==> src/rtl/syn_wm8731_i2c_slave.sv <==
// Write-only I2C slave for WM8731-style 7-bit address / 9-bit data register writes.
// Handshake: wr_valid_o is a one-cycle strobe qualifying wr_addr_o/wr_data_o; no ready, the consumer must take it.
module syn_wm8731_i2c_slave #(
  parameter logic [6:0] P_DEV_ADDR    = 7'h1A,
  parameter int         P_SYNC_STAGES = 2
) (
  input  logic       clk_ir,
  input  logic       rst_ih,
  input  logic       scl_i,
  input  logic       sda_i,
  output logic       sda_oe_o,
  input  logic [6:0] rd_addr_i,
  output logic [8:0] rd_data_o,
  output logic       wr_valid_o,
  output logic [6:0] wr_addr_o,
  output logic [8:0] wr_data_o,
  output logic       busy_o,
  output logic [2:0] dbg_state_o
);

  typedef enum logic [2:0] {
    IDLE, ADDR, ADDR_ACK, BYTE1, ACK1, BYTE2, ACK2, IGNORE
  } state_t;

  state_t                   state_q, state_d;
  logic [P_SYNC_STAGES-1:0] scl_sync_q, scl_sync_d;
  logic [P_SYNC_STAGES-1:0] sda_sync_q, sda_sync_d;
  logic                     scl_prev_q, sda_prev_q;
  logic [2:0]               cnt_q, cnt_d;
  logic                     full_q, full_d;
  logic [7:0]               shift_q, shift_d;
  logic [6:0]               reg_addr_q, reg_addr_d;
  logic                     data8_q, data8_d;
  logic [7:0]               data_lo_q, data_lo_d;
  logic                     commit_q, commit_d;
  logic                     sda_oe_q, sda_oe_d;
  logic                     busy_q, busy_d;
  logic                     wr_valid_q, wr_valid_d;
  logic [6:0]               wr_addr_q, wr_addr_d;
  logic [8:0]               wr_data_q, wr_data_d;
  logic [8:0]               regfile_q [16];
  logic [8:0]               regfile_d [16];

  logic scl_s, sda_s, scl_rise, scl_fall, start_det, stop_det;

  assign scl_s     = scl_sync_q[P_SYNC_STAGES-1];
  assign sda_s     = sda_sync_q[P_SYNC_STAGES-1];
  assign scl_rise  = scl_s & ~scl_prev_q;
  assign scl_fall  = ~scl_s & scl_prev_q;
  assign start_det = scl_s & scl_prev_q & sda_prev_q & ~sda_s;
  assign stop_det  = scl_s & scl_prev_q & ~sda_prev_q & sda_s;

  always_comb begin
    scl_sync_d[0] = scl_i;
    sda_sync_d[0] = sda_i;
    for (int i = 1; i < P_SYNC_STAGES; i++) begin
      scl_sync_d[i] = scl_sync_q[i-1];
      sda_sync_d[i] = sda_sync_q[i-1];
    end
  end

  always_comb begin
    state_d    = state_q;
    cnt_d      = cnt_q;
    full_d     = full_q;
    shift_d    = shift_q;
    reg_addr_d = reg_addr_q;
    data8_d    = data8_q;
    data_lo_d  = data_lo_q;
    commit_d   = 1'b0;
    sda_oe_d   = sda_oe_q;
    busy_d     = busy_q;
    wr_valid_d = 1'b0;
    wr_addr_d  = wr_addr_q;
    wr_data_d  = wr_data_q;
    regfile_d  = regfile_q;

    // Commit lands one cycle after the BYTE2 fall; register 0x0F wipes the whole file.
    if (commit_q) begin
      wr_valid_d = 1'b1;
      wr_addr_d  = reg_addr_q;
      wr_data_d  = {data8_q, data_lo_q};
      if (reg_addr_q == 7'h0F) begin
        for (int i = 0; i < 16; i++) regfile_d[i] = '0;
      end else if (reg_addr_q[6:4] == 3'd0) begin
        regfile_d[reg_addr_q[3:0]] = {data8_q, data_lo_q};
      end
    end

    if (start_det) begin
      state_d  = ADDR;
      cnt_d    = '0;
      full_d   = 1'b0;
      sda_oe_d = 1'b0;
    end else if (stop_det) begin
      state_d  = IDLE;
      cnt_d    = '0;
      full_d   = 1'b0;
      sda_oe_d = 1'b0;
      busy_d   = 1'b0;
    end else begin
      case (state_q)
        ADDR, BYTE1, BYTE2: begin
          if (scl_rise) begin
            shift_d = {shift_q[6:0], sda_s};
            cnt_d   = cnt_q + 3'd1;
            if (cnt_q == 3'd7) full_d = 1'b1;
          end else if (scl_fall && full_q) begin
            full_d = 1'b0;
            if (state_q == ADDR) begin
              if (shift_q == {P_DEV_ADDR, 1'b0}) begin
                state_d  = ADDR_ACK;
                sda_oe_d = 1'b1;
                busy_d   = 1'b1;
              end else begin
                state_d = IGNORE;
              end
            end else if (state_q == BYTE1) begin
              reg_addr_d = shift_q[7:1];
              data8_d    = shift_q[0];
              state_d    = ACK1;
              sda_oe_d   = 1'b1;
            end else begin
              data_lo_d = shift_q;
              commit_d  = 1'b1;
              state_d   = ACK2;
              sda_oe_d  = 1'b1;
            end
          end
        end
        ADDR_ACK, ACK1, ACK2: begin
          if (scl_fall) begin
            sda_oe_d = 1'b0;
            cnt_d    = '0;
            full_d   = 1'b0;
            state_d  = (state_q == ACK1) ? BYTE2 : BYTE1;
          end
        end
        default: ;
      endcase
    end
  end

  always_ff @(posedge clk_ir or posedge rst_ih) begin
    if (rst_ih) begin
      state_q    <= IDLE;
      scl_sync_q <= '1;
      sda_sync_q <= '1;
      scl_prev_q <= 1'b1;
      sda_prev_q <= 1'b1;
      cnt_q      <= '0;
      full_q     <= 1'b0;
      shift_q    <= '0;
      reg_addr_q <= '0;
      data8_q    <= 1'b0;
      data_lo_q  <= '0;
      commit_q   <= 1'b0;
      sda_oe_q   <= 1'b0;
      busy_q     <= 1'b0;
      wr_valid_q <= 1'b0;
      wr_addr_q  <= '0;
      wr_data_q  <= '0;
      for (int i = 0; i < 16; i++) regfile_q[i] <= '0;
    end else begin
      state_q    <= state_d;
      scl_sync_q <= scl_sync_d;
      sda_sync_q <= sda_sync_d;
      scl_prev_q <= scl_s;
      sda_prev_q <= sda_s;
      cnt_q      <= cnt_d;
      full_q     <= full_d;
      shift_q    <= shift_d;
      reg_addr_q <= reg_addr_d;
      data8_q    <= data8_d;
      data_lo_q  <= data_lo_d;
      commit_q   <= commit_d;
      sda_oe_q   <= sda_oe_d;
      busy_q     <= busy_d;
      wr_valid_q <= wr_valid_d;
      wr_addr_q  <= wr_addr_d;
      wr_data_q  <= wr_data_d;
      regfile_q  <= regfile_d;
    end
  end

  assign sda_oe_o    = sda_oe_q;
  assign busy_o      = busy_q;
  assign wr_valid_o  = wr_valid_q;
  assign wr_addr_o   = wr_addr_q;
  assign wr_data_o   = wr_data_q;
  assign rd_data_o   = regfile_q[rd_addr_i[3:0]];
  assign dbg_state_o = state_q;

endmodule

==> config.mk <==
export PLATFORM = sky130hd
export DESIGN_NAME = syn_wm8731_i2c_slave
export DESIGN_NICKNAME = d
export VERILOG_FILES = /design/src/rtl/syn_wm8731_i2c_slave.sv
export SDC_FILE = /design/constraint.sdc
export NUM_CORES = 1
export LEC_CHECK = 0
export ABC_AREA = 1
export CAP_MARGIN = 20
export CORE_ASPECT_RATIO = 0.8
export CORE_MARGIN = 8
export CORE_UTILIZATION = 52
export CTS_BUF_LIST = sky130_fd_sc_hd__clkbuf_16
export CTS_CLUSTER_SIZE = 25
export DETAILED_ROUTE_END_ITERATION = 16
export GPL_TIMING_DRIVEN = 0
export PLACE_DENSITY = 0.79
export SYNTH_ARGS = -nofsm -noshare
export SYNTH_HDL_FRONTEND = slang
export SYNTH_SLANG_ARGS = --single-unit
==> constraint.sdc <==
create_clock -name clk_ir -period 9.24 [get_ports clk_ir]
set_input_delay 1.848 -clock clk_ir [delete_from_list [all_inputs] [get_ports clk_ir]]
set_output_delay 1.848 -clock clk_ir [all_outputs]
set_load 0.02 [all_outputs]
After elaboration in Yosys (flattened, before gate mapping)
Index checks and enable logic that the tools add are counted.
{ "word_totals": {"regBits": 201, "inputBits": 11, "output_inout_bits": 31, "wordCells": 142} }
{ "op_classes": {"add_sub_neg": 1, "n_lt_le_gt_ge": 3, "n_eq_ne": 17, "muxes": 50, "bitwise": 18, "reduce_logical": 20} }
{ "ops": {"columns": ["cell", "count"], "rows": [
  ["$mux 144", 2],
  ["$bwmux 144", 1],
  ["$bmux 9 s4", 1],
  ["$demux 9 s4", 1],
  ["$mux 3", 12],
  ["$mux 9", 3],
  ["$mux 1", 25],
  ["$ne 4x4->1 const B", 4],
  ["$ne 5x5->1 const B", 3],
  ["$reduce_and 7->1", 2],
  ["$eq 3x3->1 const B", 4],
  ["$pmux 3 s2", 2],
  ["$reduce_and 4->1", 3],
  ["$ge 5x5->1 const B", 2],
  ["$not 4->5", 2],
  ["$reduce_bool 2->1", 5],
  ["$not 1->1", 9],
  ["$eq 8x6->1 const B", 1],
  ["$and 1x1->1", 7],
  ["$eq 7x4->1 const B", 1],
  ["$eq 3x2->1 const B", 2],
  ["$reduce_and 6->1", 1],
  ["$reduce_or 3->1", 2],
  ["$lt 5x1->1 const B", 1],
  ["11 further kinds", 13]
]} }

Longest topological paths before layout
Gate-level depths: netlist of the first run.
{ "logic_depth": {"depth_word": 8, "depth_mapped": 11, "ltp_nobuf": 11} }

Least setup slack after synthesis of the first run
OpenSTA, ideal clock, no wires.
{ "synth_path": {"kind": "input -> output", "startpoint": "in rd_addr_i[0]", "endpoint": "out rd_data_o[4]", "arrival_ns": 2.865, "required_time_ns": 7.392, "path_slack_ns": 4.527, "stages": 7, "path_buffers": 3, "path_cell_list": "buf_2 > buf_2 > clkbuf_1 > o211ai_1 > nand3_1 > nand3_1 > nand2_1"} }
{ "synth_between": {"elab_chain_cells": 4} }
{ "synth_rtl": {"columns": ["element", "line", "rtl"], "rows": [
  ["start: declaration", "12", "input logic [6:0] rd_addr_i,"],
  ["$not 4->5 (not written as such)", "191", "assign rd_data_o = regfile_q[rd_addr_i[3:0]];"],
  ["$bmux 9 s4", "191", null],
  ["$mux 9 (not written as such) (2 in a row)", "191", null],
  ["end: declaration", "13", "output logic [8:0] rd_data_o,"]
]} }
No other way between the ends. The select of a mux whose other input is x is not followed.

Final worst setup path of the first run
{ "layout_path": {"startpoint": "in rd_addr_i[0]", "endpoint": "out rd_data_o[2]"} }
The elaborated chain is that of the path after synthesis.

==> results.cfg, run 1 <==
[synth]
synthesis.nets = 1162
ys.warnings.count = 0
ys_seq_area_share_pct = 53.5
syn_area_per_cell_sq_um = 8.20
synth_ff_type = dfrtp_1
synth.distinct_cells = 33
syn_area_sq_um = 9420
syn-instance-count = 1149
synth-edff-count = 0
ys_seq_elements = 201
synth_async_sr_flop_share_pct = 100

[routing]
wirelength_um = 27400
postRouteAntennaNets = 0
dr.pass1.iters = 6
drt-initial-drc-count = 1013
detail_route.wl_per_cell_um = 18.9
vias = 8484
drc_errors = 0
viasPerCell = 5.84

[final_layout]
regArea_sq_um = 5040
num-fill-cells = 1556
drive_gt1_share_pct = 8.18
syn2layout_area_growth_pct = 13.7
diodes = 0
multi_input_area_sq_um = 3670
fin_nets = 1220
utilization_pct = 59.7

[pwr]
net-switching-power_w = 0.000646
combPwrFrac_pct = 16.8
clkPwrFrac_pct = 37.3
leakage_nw = 5.03
ir_drop_mv = 0.158
p_sw_share_pct = 31.0
seqPwrFrac_pct = 45.9
p_per_area_nw_per_um2 = 195
internal_power_w = 0.00144
finalPower_w = 0.00209

[timing]
fin_skew_ns = 0.0120
hold_viol_final = 0
timing.fmax_mhz = 168
finalSetupTns_ns = 0
drv_slew = 0
max_slew_margin_pct = 49.7
final.period_utilization_pct = 64.6
setup_viol = 0
rsz0062_at_grt = false
finalCriticalPeriod_ns = 5.96
worst_pin_slew_ns = 0.754

[worst_setup_path]
cp.required_ns = 7.39
regToRegEndpoint = regfile_q[92]
worst-r2r-cell-count = 5
crit_path_start_kind = input port
cp_slowest_cell = clkdlybuf4s50_1
cp-end-kind = primary output
cp_cell_sequence = buf_2, buf_2, clkbuf_1, o211ai_1, nand3_1, nand3_1, nand2_1, clkdlybuf4s50_1
reg2reg_from = data_lo_q[2]
critPathMaxFanout = 10
crit_end = rd_data_o[2]
critical_path_class = in -> out
cp.arrival_ns = 4.12
cpPeakStageDelay_ns = 0.62
rrSetupSlack_ns = 7.32
crit_start = rd_addr_i[0]

[clock_network]
cts_root_buf = clkbuf_16
numClockSinks = 201
clk_transition_reported_paths_ns = 0.06
cts_resized = 0
numCtsBuffers = 21
ctsHoldBuffers = 0
clk_latency_ns = 0.51
post_cts_buffers = 0
clock_path_buffers = 3
cts_max_level = 1
cts_tree = built

[global_routing]
antenna_found_initial = 0
grt_pass1_wl_um = 43600
grt.total_usage_pct = 24.0
gr-total-overflow = 0
grt_pass1_vias = 7937
grt_max_degree = 136

[job]
maxCapViolations = 0

[die]
coreArea_sq_um = 17900
start_util_pct = 52.5
rows = 44
die_w_um = 167
io_pins = 42
dieArea_sq_um = 22700
die_h_um = 136

[status]
status = complete, no violations

[worst_hold_path]
worstHoldStart = scl_sync_q[0]
min_path_type = reg -> reg

[placement]
port_buffers = 34
dp_hpwl_um = 19400
gp_congestion = 1.03
[layer usage]
metal / vias up / GRT usage [%] / routed length, um / part of all wire [%]
met2: 489 / 34.9 / 11400 / 42
met1: 4039 / 34.0 / 11800 / 43
met4: 0 / 9.09 / 1050 / 3.9
met5: - / 0 / 0 / 0
li1: 3862 / - / - / -
met3: 94 / 6.24 / 3110 / 11
[Yosys cell counts, types with 2 or more instances]
library cell,n,area (sq um)
dfstp_2,6,158
o21ai_0,139,696
o21ai_2,5,43.8
nand2_1,317,1190
nor3_2,4,40.0
inv_2,4,15.0
nor2_1,47,176
nor2_2,8,50.1
a21oi_1,36,180
clkinv_1,2,7.51
nand2_4,3,33.8
o211ai_1,30,225
o22ai_1,9,56.3
nor3_1,2,10.0
nand4_1,3,18.8
clkbuf_2,2,10.0
o21ai_1,9,45.0
buf_6,2,22.5
buf_2,12,60.1
buf_4,3,22.5
inv_1,115,432
buf_1,9,33.8
nand3_1,141,706
nand2_2,6,37.5
nor3_4,5,81.3
nor2_4,2,22.5
dfrtp_1,195,4880
ha_1,2,25.0
clkbuf_1,27,101
[per-stage QoR]
stage,setup slack (ns),std cells,hold slack [ns],area (sq um)
2_1_floorplan,1.92,1149,0.345,9420
3_3_place_gp,-0.545,1413,0.346,10100
3_5_place_dp,3.41,1414,0.349,10100
4_1_cts,3.39,1452,0.358,10700
5_1_grt,3.20,1452,0.365,10700
6_report,3.28,1452,0.357,10700
[kinds of logic after synthesis]
family          count (synthesis)  share of synthesized area [%]
fa+ha+maj                       2                          0.266
flops                         201                           53.5
buf+inv                       177                           7.54
compound gates                231                           13.6
simple gates                  538                           25.1
[critical path, delay by kind of cell]
family                 cells  cell delay (ns)
and+or+nand+nor            3             0.51
buffers and inverters      4             1.59
AOI/OAI and AO/OA          1             0.16
[flip-flops by register name, indices dropped and copies added (netlist names), 3 cells and up]
signal and cells:
regfile_q 144, reg_addr_q 7, cnt_q 3, dbg_state_o 3, shift_q 8, wr_addr_o 7, wr_data_o 9, data_lo_q 8
[area by class of cell]
type	instances	share of cell area, %
Clock buffer	21	4.91
Timing Repair Buffer	35	3.43
Multi-Input combinational cell	771	34.3
Clock inverter	17	0.911
Buffer	55	2.34
Inverter	122	4.37
Tap cell	230	2.69
Sequential cell	201	47.0
[worst min path at each step]
stage                    endpoint  slack, ns  depth (start not counted)
floorplan           scl_sync_q[1]       0.35                          0
global placement    sda_sync_q[1]       0.35                          0
detailed placement  scl_sync_q[1]       0.35                          0
CTS                 scl_sync_q[1]       0.36                          0
global route        scl_sync_q[1]       0.37                          0
finish              scl_sync_q[1]       0.36                          0
[power groups by stage]
| stage | clock network, W | logic (W) | registers, W |
|---|---|---|---|
| after detailed placement | 0 | 0.000342 | 0.000974 |
| final | 0.000779 | 0.000350 | 0.000958 |
| after global routing | 0.000821 | 0.000382 | 0.000963 |
| after global placement | 0 | 0.000334 | 0.000973 |
| after floorplan | 0 | 0.000207 | 0.000983 |
| after CTS | 0.000790 | 0.000345 | 0.000958 |
[cell usage in the layout, fill, tap and decap left out, types with 5 or more instances in the layout]
cell,netlist,routed
a21oi_1,36,36
buf_1,9,9
buf_2,12,12
clkbuf_1,27,27
clkbuf_16,0,21
clkdlybuf4s50_1,0,34
clkinv_2,0,5
dfrtp_1,195,195
dfstp_2,6,6
inv_1,115,118
nand2_1,317,317
nand2_2,6,6
nand3_1,141,141
nor2_1,47,47
nor2_2,8,8
nor3_4,5,5
o211ai_1,30,30
o21ai_0,139,139
o21ai_1,9,9
o21ai_2,5,5
o22ai_1,9,9
(Power assumes the default switching activity.)
==> inputs of run 2 (changes only) <==
- PLACE_DENSITY: 0.79 -> 0.82
- clock period: 9.24 -> 4.94 ns (I/O delays scaled with it)
==> run 2 against run 1 <==
Hold slack worse by 0.0029 ns. Register-to-register slack worse by 4.3 ns. Critical path depth stayed put. Total power is 99% higher. Largest power group unchanged. Die area stayed put.
==> results.cfg, run 2 (synthesis gave the netlist of run 1 again) <==
[final_layout]
fin_nets = 1224
drive_gt1_share_pct = 8.18
final_area_sq_um = 10900
regMostFlops = regfile_q
fin_cells = 1453
largest_reg_flops = 144
diodes = 0
syn2layout_area_growth_pct = 15.4
mostFrequentLayoutCell = nand2_1
final_cell_mix = nand2_1 (317), dfrtp_1 (195), nand3_1 (141)

[worst_hold_path]
holdPathStages = 0
whs_endpoint = scl_sync_q[1]
min_path_type = reg -> reg
worstHoldStart = scl_sync_q[0]

[routing]
dr.pass1.iters = 6
wirelength_um = 27600
detail_route.wl_per_cell_um = 19.0
viasPerCell = 5.85
drc_errors = 0
postRouteAntennaNets = 0
vias = 8506
drt-initial-drc-count = 1167

[timing]
timing.fmax_mhz = 238
drv_slew = 0
final.period_utilization_pct = 85.0
setup_viol = 0
timing.final.ws_setup_ns = 0.741
worst_pin_slew_ns = 0.933
rsz0062_at_grt = false
fin_skew_ns = 0.0229
finalCriticalPeriod_ns = 4.20
finalSetupTns_ns = 0
max_slew_margin_pct = 37.7
hold_viol_final = 0

[worst_setup_path]
cp-end-kind = primary output
cp.arrival_ns = 3.21
regToRegEndpoint = regfile_q[88]
cpPeakStageDelay_ns = 0.62
critPathMaxFanout = 10
crit_path_start_kind = input port
worst-r2r-cell-count = 6
rrSetupSlack_ns = 2.98
cp_cell_sequence = buf_2, buf_2, clkbuf_1, o211ai_1, nand3_1, nand3_1, nand2_1, clkdlybuf4s50_1
cp.required_ns = 3.95
critical_path_class = in -> out
reg2reg_from = reg_addr_q[0]
cp_slowest_cell = clkdlybuf4s50_1

[die]
start_util_pct = 52.5
io_pins = 42
dieArea_sq_um = 22700
die_h_um = 136
rows = 44
die_w_um = 167
coreArea_sq_um = 17900

[status]
status = complete, no violations

[pwr]
p_per_area_nw_per_um2 = 381
ir_drop_mv = 0.338
combPwrFrac_pct = 15.9
clkPwrFrac_pct = 40.8
p_sw_share_pct = 28.9
leakage_nw = 5.10
net-switching-power_w = 0.00120
seqPwrFrac_pct = 43.3
internal_power_w = 0.00295

[placement]
dp_hpwl_um = 19700
place_ws_ns = 0.846
placed_cells = 1418
dpl_cell_area_sq_um = 10200
port_buffers = 34
gp_congestion = 1.05

[clock_network]
cts_tree = built
clk_transition_reported_paths_ns = 0.05
cts_root_buf = clkbuf_16
cts_max_level = 1
numClockSinks = 201
post_cts_buffers = 0
numCtsBuffers = 21
clk_latency_ns = 0.51
clock_path_buffers = 3
ctsHoldBuffers = 0
cts_resized = 0

[global_routing]
gr-total-overflow = 0
antenna_found_initial = 0
grt_pass1_wl_um = 44100
grt_pass1_vias = 8132
grt_max_degree = 45
grt.total_usage_pct = 24.4

[job]
maxCapViolations = 0
## run 2: cell count changes in the layout (fill, tap and decap cells not counted), sizes merged
cell,change
bufinv,+5
buf,+4
clkinv,-3
clkinvlp,-1
inv,-4
## run 2: through the flow
stage               hold WS [ns]  total power, W  util, %
finish                     0.354         0.00414     60.6
global route               0.363         0.00429     60.6
CTS                        0.355         0.00414     60.6
detailed placement         0.347         0.00247     56.6
global placement           0.346         0.00245     56.0
floorplan                  0.345         0.00223        -
## run 2: per-layer routing
| layer | share of wire (%) | track usage (%) |
|---|---|---|
| met1 | 42 | 34.3 |
| met2 | 42 | 36.0 |
| met3 | 12 | 6.47 |
| met4 | 3.7 | 8.84 |
| met5 | 0 | 0 |
## run 2: layout make-up
type                       instances  area, sq um
fill                            1548         7080
sequential                       201         5040
multi-input combinational        771         3670
clock buffer                      21          526
inverter                         122          464
timing repair buffer              39          440
tap                              230          288
buffer                            55          250
clock inverter                    14          190
## run 2: critical path: cells and delay by family
family	cells	cell delay [ns]
AOI/OAI and AO/OA	1	0.15
buffers and inverters	4	1.58
and+or+nand+nor	3	0.49
## run 2: worst max-delay path by stage
stage,end,startpoint
2_1_floorplan,busy_o,rst_ih
3_3_place_gp,dbg_state_o[2],rst_ih
3_5_place_dp,rd_data_o[0],rd_addr_i[0]
4_1_cts,rd_data_o[0],rd_addr_i[0]
5_1_grt,rd_data_o[0],rd_addr_i[0]
6_report,rd_data_o[3],rd_addr_i[0]
## run 2: power by group through the flow
stage               sequential (W)  combinational [W]  clock [W]
global route               0.00180           0.000729    0.00175
floorplan                  0.00184           0.000387          0
finish                     0.00179           0.000659    0.00169
CTS                        0.00179           0.000652    0.00170
global placement           0.00182           0.000624          0
detailed placement         0.00182           0.000648          0
==> inputs of run 3 (changes only) <==
- CORE_MARGIN: 8 -> 1
- GPL_ROUTABILITY_DRIVEN: default -> 0
- PLACE_DENSITY: 0.82 -> 0.79
- clock period: 4.94 -> 3.9 ns (I/O delays scaled with it)
==> run 3 against run 2 <==
The flow now finishes with violations (design-rule violations). Largest power group unchanged. Sequential share of layout area increased by 0.37 points. Clock skew decreased by 0.010 ns. Setup slack got worse by 0.62 ns. Sequential power increased by 27%. Critical path type unchanged. Die area decreased by 18%. Sequential cell count unchanged. Design area decreased by 0.79%. Total power increased by 21%. Critical path depth decreased by 1. Global-route usage increased by 5.5 points.
==> results.cfg, run 3 (synthesis gave the netlist of run 1 again) <==
[status]
status = finished, violations left
violations = design-rule violations

[clock_network]
cts_tree = built
cts_max_level = 1
numClockSinks = 201
post_cts_buffers = 0
clk_transition_reported_paths_ns = 0.06
cts_resized = 0
clk_latency_ns = 0.50
ctsHoldBuffers = 0
clock_path_buffers = 3
numCtsBuffers = 20
cts_root_buf = clkbuf_16

[final_layout]
diodes = 0
regMostFlops = regfile_q
largest_reg_flops = 144
mostFrequentLayoutCell = nand2_1
final_cell_mix = nand2_1 (317), dfrtp_1 (195), nand3_1 (141)
fin_cells = 1447
drive_gt1_share_pct = 8.35
num-fill-cells = 1495
syn2layout_area_growth_pct = 14.4
fin_nets = 1222

[pwr]
leakage_nw = 5.07
p_sw_share_pct = 29.6
combPwrFrac_pct = 16.6
finalPower_w = 0.00502
p_per_area_nw_per_um2 = 465
net-switching-power_w = 0.00148
internal_power_w = 0.00353
ir_drop_mv = 0.419
clkPwrFrac_pct = 38.0
seqPwrFrac_pct = 45.3

[worst_hold_path]
min_path_type = reg -> reg

[global_routing]
grt.total_usage_pct = 29.9
grt_max_degree = 42
gr-total-overflow = 0
antenna_found_initial = 0
grt_pass1_vias = 7924
grt_pass1_wl_um = 42900

[routing]
drc_errors = 1
wirelength_um = 27100
drt-initial-drc-count = 1122
viasPerCell = 5.91
postRouteAntennaNets = 0
vias = 8556
dr.pass1.iters = 12
detail_route.wl_per_cell_um = 18.7

[timing]
hold_viol_final = 0
fin_skew_ns = 0.0125
final.period_utilization_pct = 96.9
rsz0062_at_grt = false
timing.final.ws_setup_ns = 0.122
max_slew_margin_pct = 50.4
setup_viol = 0
timing.fmax_mhz = 265
drv_slew = 0
finalCriticalPeriod_ns = 3.78
worst_pin_slew_ns = 0.744

[die]
start_util_pct = 53.7
die_w_um = 153
rows = 43
die_h_um = 122
dieArea_sq_um = 18700
io_pins = 42
coreArea_sq_um = 17500

[worst_setup_path]
critPathMaxFanout = 10
crit_start = rd_addr_i[1]
regToRegEndpoint = regfile_q[82]
reg2reg_from = reg_addr_q[0]
cp.required_ns = 3.12
cp-end-kind = primary output
cp.arrival_ns = 3.00
worst-r2r-cell-count = 6
rrSetupSlack_ns = 1.95
crit_path_start_kind = input port
critical_path_class = in -> out
crit_end = rd_data_o[3]

[job]
maxCapViolations = 0

[placement]
placed_cells = 1413
dp_hpwl_um = 19400
port_buffers = 34
place_ws_ns = 0.218
[run 3: cell count changes in the layout (fill, tap and decap cells not counted)]
cell and change:
clkinv_2 +5, bufinv_16 -3, clkbuf_1 -2, clkbuf_2 +1, inv_1 -1, inv_6 -1
[run 3: layout make-up]
| class | instances | area, sq um | area share (%) |
|---|---|---|---|
| flip-flops and latches | 201 | 5040 | 46.7 |
| inverters | 122 | 464 | 4.30 |
| repair buffers | 39 | 440 | 4.08 |
| well taps | 225 | 282 | 2.61 |
| multi-input cells | 771 | 3670 | 34.1 |
| clock buffers | 21 | 526 | 4.87 |
| plain buffers | 54 | 248 | 2.30 |
| clock inverters | 14 | 113 | 1.04 |
[run 3: how the worst min path moves through the flow]
| stage | startpoint | endpoint | cells past startpoint |
|---|---|---|---|
| global route | scl_sync_q[0] | scl_sync_q[1] | 0 |
| CTS | scl_sync_q[0] | scl_sync_q[1] | 0 |
| finish | scl_sync_q[0] | scl_sync_q[1] | 0 |
| floorplan | scl_sync_q[0] | scl_sync_q[1] | 0 |
| global placement | scl_sync_q[0] | scl_sync_q[1] | 0 |
| detailed placement | scl_sync_q[0] | scl_sync_q[1] | 0 |
[run 3: per-stage QoR]
| step | hold WS [ns] | utilization [%] | area [sq um] | TNS [ns] |
|---|---|---|---|---|
| 2_1_floorplan | 0.345 | - | 9430 | 0 |
| 3_3_place_gp | 0.346 | 57.3 | 10000 | -188.35 |
| 3_5_place_dp | 0.347 | 57.9 | 10100 | 0 |
| 4_1_cts | 0.356 | 61.5 | 10800 | 0 |
| 5_1_grt | 0.366 | 61.5 | 10800 | 0 |
| 6_report | 0.356 | 61.5 | 10800 | 0 |
[run 3: worst max-delay path, cell delays in order]
cell	delay, ns
clkbuf_1	0.31
clkbuf_1	0.53
o211ai_1	0.30
nand3_1	0.17
nand3_1	0.16
nand2_1	0.12
clkdlybuf4s50_1	0.61
[run 3: power groups by stage]
stage	combinational [W]	clock, W	sequential (W)
2_1_floorplan	0.000490	0	0.00233
3_3_place_gp	0.000792	0	0.00231
3_5_place_dp	0.000818	0	0.00231
4_1_cts	0.000821	0.00192	0.00227
6_report	0.000835	0.00191	0.00227
5_1_grt	0.000915	0.00201	0.00229
[run 3: routing by layer]
layer  GRT usage (%)  wire, um  up-vias
li1                -         -     3875
met1            42.4     11500     4077
met2            43.6     11200      504
met3            8.30      3220      100
met4            12.0      1170        0
met5               0         0        -
